[src/rtl/ahb_calc_seq_slave.sv]
// rtl/ahb_calc_seq_slave.sv - AHB-Lite calculator slave with sequential mul/div
// Optional two-cycle ERROR response on reserved/busy accesses: define AHB_CALC_ERR_RESP_EN.
module ahb_calc_seq_slave #(
    parameter int          DATA_W    = 16,
    parameter logic [31:0] BASE_MASK = 32'h0000_001F
) (
    input  logic        hclk_i,
    input  logic        hresetn_i,
    input  logic        hsel_i,
    input  logic [31:0] haddr_i,
    input  logic        hwrite_i,
    input  logic [1:0]  htrans_i,
    input  logic [2:0]  hsize_i,
    input  logic [2:0]  hburst_i,
    input  logic [31:0] hwdata_i,
    input  logic [3:0]  hmaster_i,
    input  logic        hmastlock_i,
    output logic [31:0] hrdata_o,
    output logic        hready_o,
    output logic [1:0]  hresp_o,
    output logic [15:0] hsplit_o,
    output logic [31:0] operate_res_o,
    output logic        irq_o
);
    localparam int W  = DATA_W;
    localparam int CW = 5;
    localparam logic [2:0] A_CTRL = 3'd0, A_OPA = 3'd1, A_OPB = 3'd2, A_RES = 3'd3, A_STAT = 3'd4;
    localparam logic [1:0] OP_ADD = 2'd0, OP_SUB = 2'd1, OP_MUL = 2'd2, OP_DIV = 2'd3;

    typedef enum logic [1:0] {IDLE = 2'd0, RUN = 2'd1, DONE = 2'd2} state_t;

    state_t          state_q;
    logic            valid_q, write_q, err1_q, err2_q;
    logic [2:0]      addr_q;
    logic [1:0]      ctrl_op_q, run_op_q;
    logic            ie_q, done_q, dz_q, ovr_q;
    logic [W-1:0]    opa_q, opb_q, sb_q;
    logic [2*W-1:0]  acc_q, sa_q, result_q;
    logic [CW-1:0]   cnt_q;

    logic [31:0]     addr_m, rd_data, res32;
    logic            busy, accept, err_cond, dp_done, wr, wr_ok, start, sts_w1c, ovr_set;
    logic [W:0]      sum, diff, div_sh, div_sub;
    logic            div_ge, last, div0, complete, done_d;
    logic [2*W-1:0]  mul_nxt, div_nxt, res_nxt;

    assign addr_m  = haddr_i & BASE_MASK;
    assign busy    = (state_q == RUN);
    assign accept  = hsel_i & htrans_i[1] & hready_o;
`ifdef AHB_CALC_ERR_RESP_EN
    assign err_cond = (addr_m[4:2] > A_STAT) | (hwrite_i & busy);
`else
    assign err_cond = 1'b0;
`endif
    // A data phase ends on any cycle with hready_o high; errored writes never commit.
    assign dp_done = valid_q & hready_o;
    assign wr      = dp_done & write_q & ~err2_q;
    assign wr_ok   = wr & ~busy;
    assign start   = wr_ok & (addr_q == A_CTRL) & hwdata_i[2];
    assign sts_w1c = wr & (addr_q == A_STAT);
    assign ovr_set = dp_done & write_q & busy & (addr_q <= A_OPB);

    assign sum     = {1'b0, sa_q[W-1:0]} + {1'b0, sb_q};
    assign diff    = {1'b0, sa_q[W-1:0]} - {1'b0, sb_q};
    assign mul_nxt = sb_q[0] ? acc_q + sa_q : acc_q;
    // acc_q holds {remainder, dividend/quotient}; one quotient bit shifts in per cycle.
    assign div_sh  = {acc_q[2*W-1:W], acc_q[W-1]};
    assign div_ge  = (div_sh >= {1'b0, sb_q});
    assign div_sub = div_sh - {1'b0, sb_q};
    assign div_nxt = {div_ge ? div_sub[W-1:0] : div_sh[W-1:0], acc_q[W-2:0], div_ge};
    assign last    = (cnt_q == CW'(W - 1));
    assign div0    = (run_op_q == OP_DIV) & (sb_q == '0);

    always_comb begin
        complete = 1'b0;
        res_nxt  = '0;
        if (busy) begin
            case (run_op_q)
                OP_ADD:  begin complete = 1'b1; res_nxt = {{(W-1){1'b0}}, sum};  end
                OP_SUB:  begin complete = 1'b1; res_nxt = {{(W-1){1'b0}}, diff}; end
                OP_MUL:  begin complete = last; res_nxt = mul_nxt; end
                default: begin
                    complete = div0 | last;
                    res_nxt  = div0 ? {sa_q[W-1:0], {W{1'b1}}} : div_nxt;
                end
            endcase
        end
        done_d = complete ? 1'b1 : ((sts_w1c & hwdata_i[1]) ? 1'b0 : done_q);
    end

    always_ff @(posedge hclk_i or negedge hresetn_i) begin
        if (!hresetn_i) begin
            state_q <= IDLE;  valid_q <= 1'b0;  write_q <= 1'b0;  addr_q <= '0;
            err1_q <= 1'b0;   err2_q <= 1'b0;   ctrl_op_q <= '0;  run_op_q <= '0;
            ie_q <= 1'b0;     done_q <= 1'b0;   dz_q <= 1'b0;     ovr_q <= 1'b0;
            opa_q <= '0;      opb_q <= '0;      sb_q <= '0;       acc_q <= '0;
            sa_q <= '0;       result_q <= '0;   cnt_q <= '0;
        end else begin
            if (hready_o) begin
                valid_q <= accept;
                write_q <= hwrite_i;
                addr_q  <= addr_m[4:2];
            end
            err1_q <= accept & err_cond;
            err2_q <= err1_q;
            if (wr_ok) begin
                case (addr_q)
                    A_CTRL: begin ctrl_op_q <= hwdata_i[1:0]; ie_q <= hwdata_i[3]; end
                    A_OPA:  opa_q <= hwdata_i[W-1:0];
                    A_OPB:  opb_q <= hwdata_i[W-1:0];
                    default: ;
                endcase
            end
            done_q <= done_d;
            if (complete & div0)               dz_q <= 1'b1;
            else if (sts_w1c & hwdata_i[2])    dz_q <= 1'b0;
            if (ovr_set)                       ovr_q <= 1'b1;
            else if (sts_w1c & hwdata_i[3])    ovr_q <= 1'b0;
            if (complete) result_q <= res_nxt;
            case (state_q)
                RUN: begin
                    cnt_q <= cnt_q + 1'b1;
                    if (run_op_q == OP_MUL) begin
                        acc_q <= mul_nxt;
                        sa_q  <= sa_q << 1;
                        sb_q  <= sb_q >> 1;
                    end else if (run_op_q == OP_DIV) begin
                        acc_q <= div_nxt;
                    end
                    if (complete) state_q <= DONE;
                end
                default: begin
                    if (start) begin
                        state_q  <= RUN;
                        run_op_q <= hwdata_i[1:0];
                        cnt_q    <= '0;
                        acc_q    <= (hwdata_i[1:0] == OP_DIV) ? {{W{1'b0}}, opa_q} : '0;
                        sa_q     <= {{W{1'b0}}, opa_q};
                        sb_q     <= opb_q;
                    end else if (state_q == DONE && !done_d) begin
                        state_q <= IDLE;
                    end
                end
            endcase
        end
    end

    always_comb begin
        res32 = '0;
        res32[2*W-1:0] = result_q;
        rd_data = '0;
        case (addr_q)
            A_CTRL: rd_data[3:0]   = {ie_q, 1'b0, ctrl_op_q};
            A_OPA:  rd_data[W-1:0] = opa_q;
            A_OPB:  rd_data[W-1:0] = opb_q;
            A_RES:  rd_data        = res32;
            A_STAT: rd_data[3:0]   = {ovr_q, dz_q, done_q, busy};
            default: ;
        endcase
    end

    assign hrdata_o      = (valid_q & ~write_q) ? rd_data : 32'h0;
    assign hready_o      = ~err1_q;
    assign hresp_o       = (err1_q | err2_q) ? 2'b01 : 2'b00;
    assign hsplit_o      = 16'h0;
    assign operate_res_o = res32;
    assign irq_o         = done_q & ie_q;

    logic unused_ok;
    assign unused_ok = ^{hsize_i, hburst_i, hmaster_i, hmastlock_i, htrans_i[0], addr_m, hwdata_i, div_sub[W]};
endmodule

[config.mk]
export PLATFORM = sky130hd
export DESIGN_NAME = ahb_calc_seq_slave
export DESIGN_NICKNAME = d
export VERILOG_FILES = /design/src/rtl/ahb_calc_seq_slave.sv
export SDC_FILE = /design/constraint.sdc
export NUM_CORES = 1
export LEC_CHECK = 0
export ABC_AREA = 1
export BUFFER_PORTS_ARGS = -buffer_cell sky130_fd_sc_hd__buf_2
export CORE_MARGIN = 1.5
export CORE_UTILIZATION = 54
export DETAILED_ROUTE_END_ITERATION = 10
export PLACE_DENSITY = 0.78
export SYNTH_ARGS = -nofsm -noshare
export SYNTH_HDL_FRONTEND = slang
export SYNTH_SLANG_ARGS = --single-unit
[constraint.sdc]
create_clock -name hclk_i -period 2.9 [get_ports hclk_i]
set_input_delay 0.435 -clock hclk_i [delete_from_list [all_inputs] [get_ports hclk_i]]
set_output_delay 0.435 -clock hclk_i [all_outputs]
set_load 0.01 [all_outputs]
==> summary.md <==
| Metric | Value |
|---|---|
| Layout Skew | 0.0163 ns |
| IO Pins | 165 |
| Overall power | 21.7 mW |
| Reg2reg setup slack | 0.02 ns |
| Critical Path Sink Type | flip-flop |
| Full die area | 0.0254 mm² |
| First-pass GRT wire length | 68.5 mm |
| First-pass DRT Iterations | 6 |
| CTS Buffer Depth | 2 |
| Failing checks | negative hold slack |
| Synth Register Bits | 164 |
| CTS Sinks | 164 |
| Slew @ Worst Pin | 0.666 ns |
| Cts bufs inserted | 17 |
| Worst R2R Path Depth | 17 |
| Clk Latency, worst-skew pair | 0.45 ns |
| Number of global-route vias before repair | 12500 |
| Fmax achieved | 0.348 GHz |
| Largest net degree at the start of global routing | 69 |
| Period utilization | 99.1% |
| Placed cells | 2463 |
| Reg clk slew, reported paths | 0.08 ns |
| Tot GR Track Use | 34.8% |
| Reg-to-reg endpoint | operate_res_o[13]$_DFFE_PN0P_ |
| IO Port Bufs | 88 |
| Wire length per cell | 17.8 µm |
| RR Startpoint | sb_q[2]$_DFFE_PN0P_ |
| Layout Cells excl Fill | 2499 |
| Status | finished with violations |
| Mapped Cells | 2059 |
| Diode count | 0 |
| RePlAce Congestion | 0.968 |
| Share of cells above drive strength 1 | 12.8% |
| Slew HR | 55.6% |
| DR vias | 14000 |
| Die span in y | 159 µm |
| RSZ-0062 raised after global routing | true |
| DRC Markers | 0 |
| Initial antenna violation count | 0 |
| Area growth from synthesis to layout | 13.8% |
| Hpwl dp | 34.5 mm |
| Distinct cell type count after synthesis | 47 |
| Iter 0 DRT Violations | 1460 |
| Maximum VDD drop | 0.000605 V |
| Total Nets Final | 2312 |
| Sequential element share of the synthesized area | 31.1% |
| Rows | 57 |
| Syn Area/Cell | 6.40 µm² |
| Number of vias per cell | 5.60 |
| Synth Warn # | 0 |
| Initial Util | 54.7% |
| Final setup vio count | 0 |
| Arr. time, crit path | 3.22 ns |
| TritonCTS clock tree | done |
| Critical Path Source Type | flip-flop |
| Post-route ant nets | 0 |
| H-tree Lvls | 4 |
| Overflow after GRT | 0 |
| Max Cap Viol | 0 |
| Final WL | 44.6 mm |
| CP max FO | 3 |
| Core ar. | 0.0241 mm² |
| LEAKAGE | 8.20 nW |
| HP Class | in -> async |
| Clk Tree Root Cell | clkbuf_16 |
| Slew Viols, Final | 0 |
| CP Data Required Time | 3.24 ns |
| Width of the die | 159 µm |
| Pwr/cell area | 1450 mW/mm² |
| Tmin final | 2.88 ns |
| Crit path kind | reg -> reg |
| Syn Std Cell Area | 0.0132 mm² |
| Final Hold Fails | 5 |
| Hold WS | -0.0249 ns |
[synthesized netlist by cell type (all sizes together)]
| master | n | area (µm²) |
|---|---|---|
| a21o | 3 | 22.5 |
| a21oi | 116 | 588 |
| a221oi | 2 | 17.5 |
| a22o | 1 | 8.76 |
| a22oi | 6 | 45.0 |
| a31oi | 13 | 81.3 |
| a41oi | 1 | 8.76 |
| and2 | 3 | 18.8 |
| buf | 51 | 339 |
| clkbuf | 33 | 124 |
| clkinv | 4 | 15.0 |
| conb | 2 | 7.51 |
| dfrtp | 164 | 4100 |
| fa | 3 | 60.1 |
| ha | 66 | 826 |
| inv | 274 | 1030 |
| nand2 | 718 | 2730 |
| nand3 | 128 | 676 |
| nand3b | 3 | 22.5 |
| nand4 | 11 | 68.8 |
| nor2 | 180 | 747 |
| nor3 | 10 | 65.1 |
| nor3b | 1 | 7.51 |
| o211ai | 25 | 188 |
| o21a | 5 | 37.5 |
| o21ai | 176 | 892 |
| o21bai | 7 | 52.6 |
| o221ai | 2 | 17.5 |
| o22ai | 18 | 113 |
| o31ai | 3 | 22.5 |
| or2 | 2 | 12.5 |
| xnor2 | 11 | 96.3 |
| xor2 | 17 | 149 |
[worst max path at each step]
stage,cells after the start,from,slack (ns),endpoint
floorplan,22,sb_q[0]$_DFFE_PN0P_,0.04,operate_res_o[14]$_DFFE_PN0P_
global placement,19,sb_q[0]$_DFFE_PN0P_,0.10,operate_res_o[12]$_DFFE_PN0P_
detailed placement,17,sb_q[2]$_DFFE_PN0P_,0.03,operate_res_o[16]$_DFFE_PN0P_
CTS,17,sb_q[2]$_DFFE_PN0P_,0.006,operate_res_o[16]$_DFFE_PN0P_
global route,18,sb_q[0]$_DFFE_PN0P_,-0.16,operate_res_o[13]$_DFFE_PN0P_
finish,17,sb_q[2]$_DFFE_PN0P_,0.02,operate_res_o[13]$_DFFE_PN0P_
[layout make-up]
class	instances	area (µm²)
Sequential cell	164	4100
Clock buffer	17	425
Timing Repair Buffer	151	948
Fill cell	2340	9100
Clock inverter	15	185
Tap cell	324	405
Multi-Input combinational cell	1550	7890
Inverter	278	1040
[placed cells by master (no fill, tap or decap), types with 6 or more instances in the layout]
cell,netlist,final
ha_4,0,6
nand3_2,7,9
nor2_1,169,159
conb_1,2,19
nand2_1,710,697
nand2_2,6,16
ha_1,66,59
clkbuf_16,0,17
o22ai_1,18,18
a22oi_1,6,6
o211ai_1,25,25
a31oi_1,13,12
o21ai_2,3,6
nand3_1,121,119
a21oi_2,2,9
nor2_4,6,8
dfrtp_1,164,164
inv_2,8,14
nor3_1,7,6
o21bai_1,7,6
buf_4,25,60
xor2_1,17,17
nand4_1,11,11
o21ai_0,156,149
buf_2,19,87
nor2_2,4,12
xnor2_1,11,11
inv_1,266,260
o21ai_1,17,21
a21oi_1,114,106
[cells by family after synthesis]
logic type / after synthesis / synth area share (%)
buf+inv: 362 / 11.4
xor+xnor: 28 / 1.86
other cells: 2 / 0.0570
simple gates: 1056 / 32.9
flops: 164 / 31.1
fa+ha+maj: 69 / 6.72
compound gates: 378 / 15.9
[what timing repair did]
item                                    4_1_cts  5_1_grt
endpoints found under the setup margin        1       18
resized for setup                             1       66
buffers inserted                              0        4
hold buffers                                  0        0
pin swaps                                     0       25
[critical path: stages, from the launching register on]
cell and delay, ns:
dfrtp_1 0.41, inv_1 0.08, nand3_1 0.14, nor2_2 0.07, a21oi_2 0.18, nor2_1 0.08, a21oi_1 0.20, xor2_1 0.24
ha_1 0.32, buf_4 0.17, nand2_1 0.13, o21ai_0 0.16, a21oi_2 0.16, nand3b_1 0.10, nand3_1 0.12, nand3_2 0.07
nand2_2 0.09, nand2_1 0.05
[stage by stage]
| step | TNS (ns) | area (µm²) | worst slack [ns] | util [%] | hold WS (ns) |
|---|---|---|---|---|---|
| after floorplan | 0 | 13300 | 0.0407 | - | 0.139 |
| after global placement | 0 | 14100 | 0.103 | 58.6 | 0.453 |
| after detailed placement | 0 | 14100 | 0.0346 | 58.6 | 0.474 |
| after CTS | 0 | 14700 | 0.00588 | 61.1 | 0.0187 |
| after global routing | -0.745 | 15000 | -0.157 | 62.2 | 0.0398 |
| final | 0 | 15000 | 0.0250 | 62.2 | -0.0249 |
[where the power goes]
part | switching, mW | internal (mW)
sequential | 1.15 | 3.26
combinational | 9.60 | 5.33
clock | 1.11 | 1.24
total | 11.9 | 9.83
[layer usage]
| layer | track usage, % | share of wire, % |
|---|---|---|
| met4 | 11.3 | 3.5 |
| met1 | 49.7 | 43 |
| met5 | 0 | 0 |
| met2 | 53.1 | 44 |
| met3 | 6.95 | 9.8 |
[flip-flops by register name (all words and copies together), names as in the netlist, 2 cells and up]
register and cells:
acc_q 32, addr_q 3, cnt_q 5, ctrl_op_q 2, opa_q 16, opb_q 16, operate_res_o 32, run_op_q 2
sa_q 32, sb_q 16, state_q 2
Note: power is estimated with default switching activity, not from simulation.
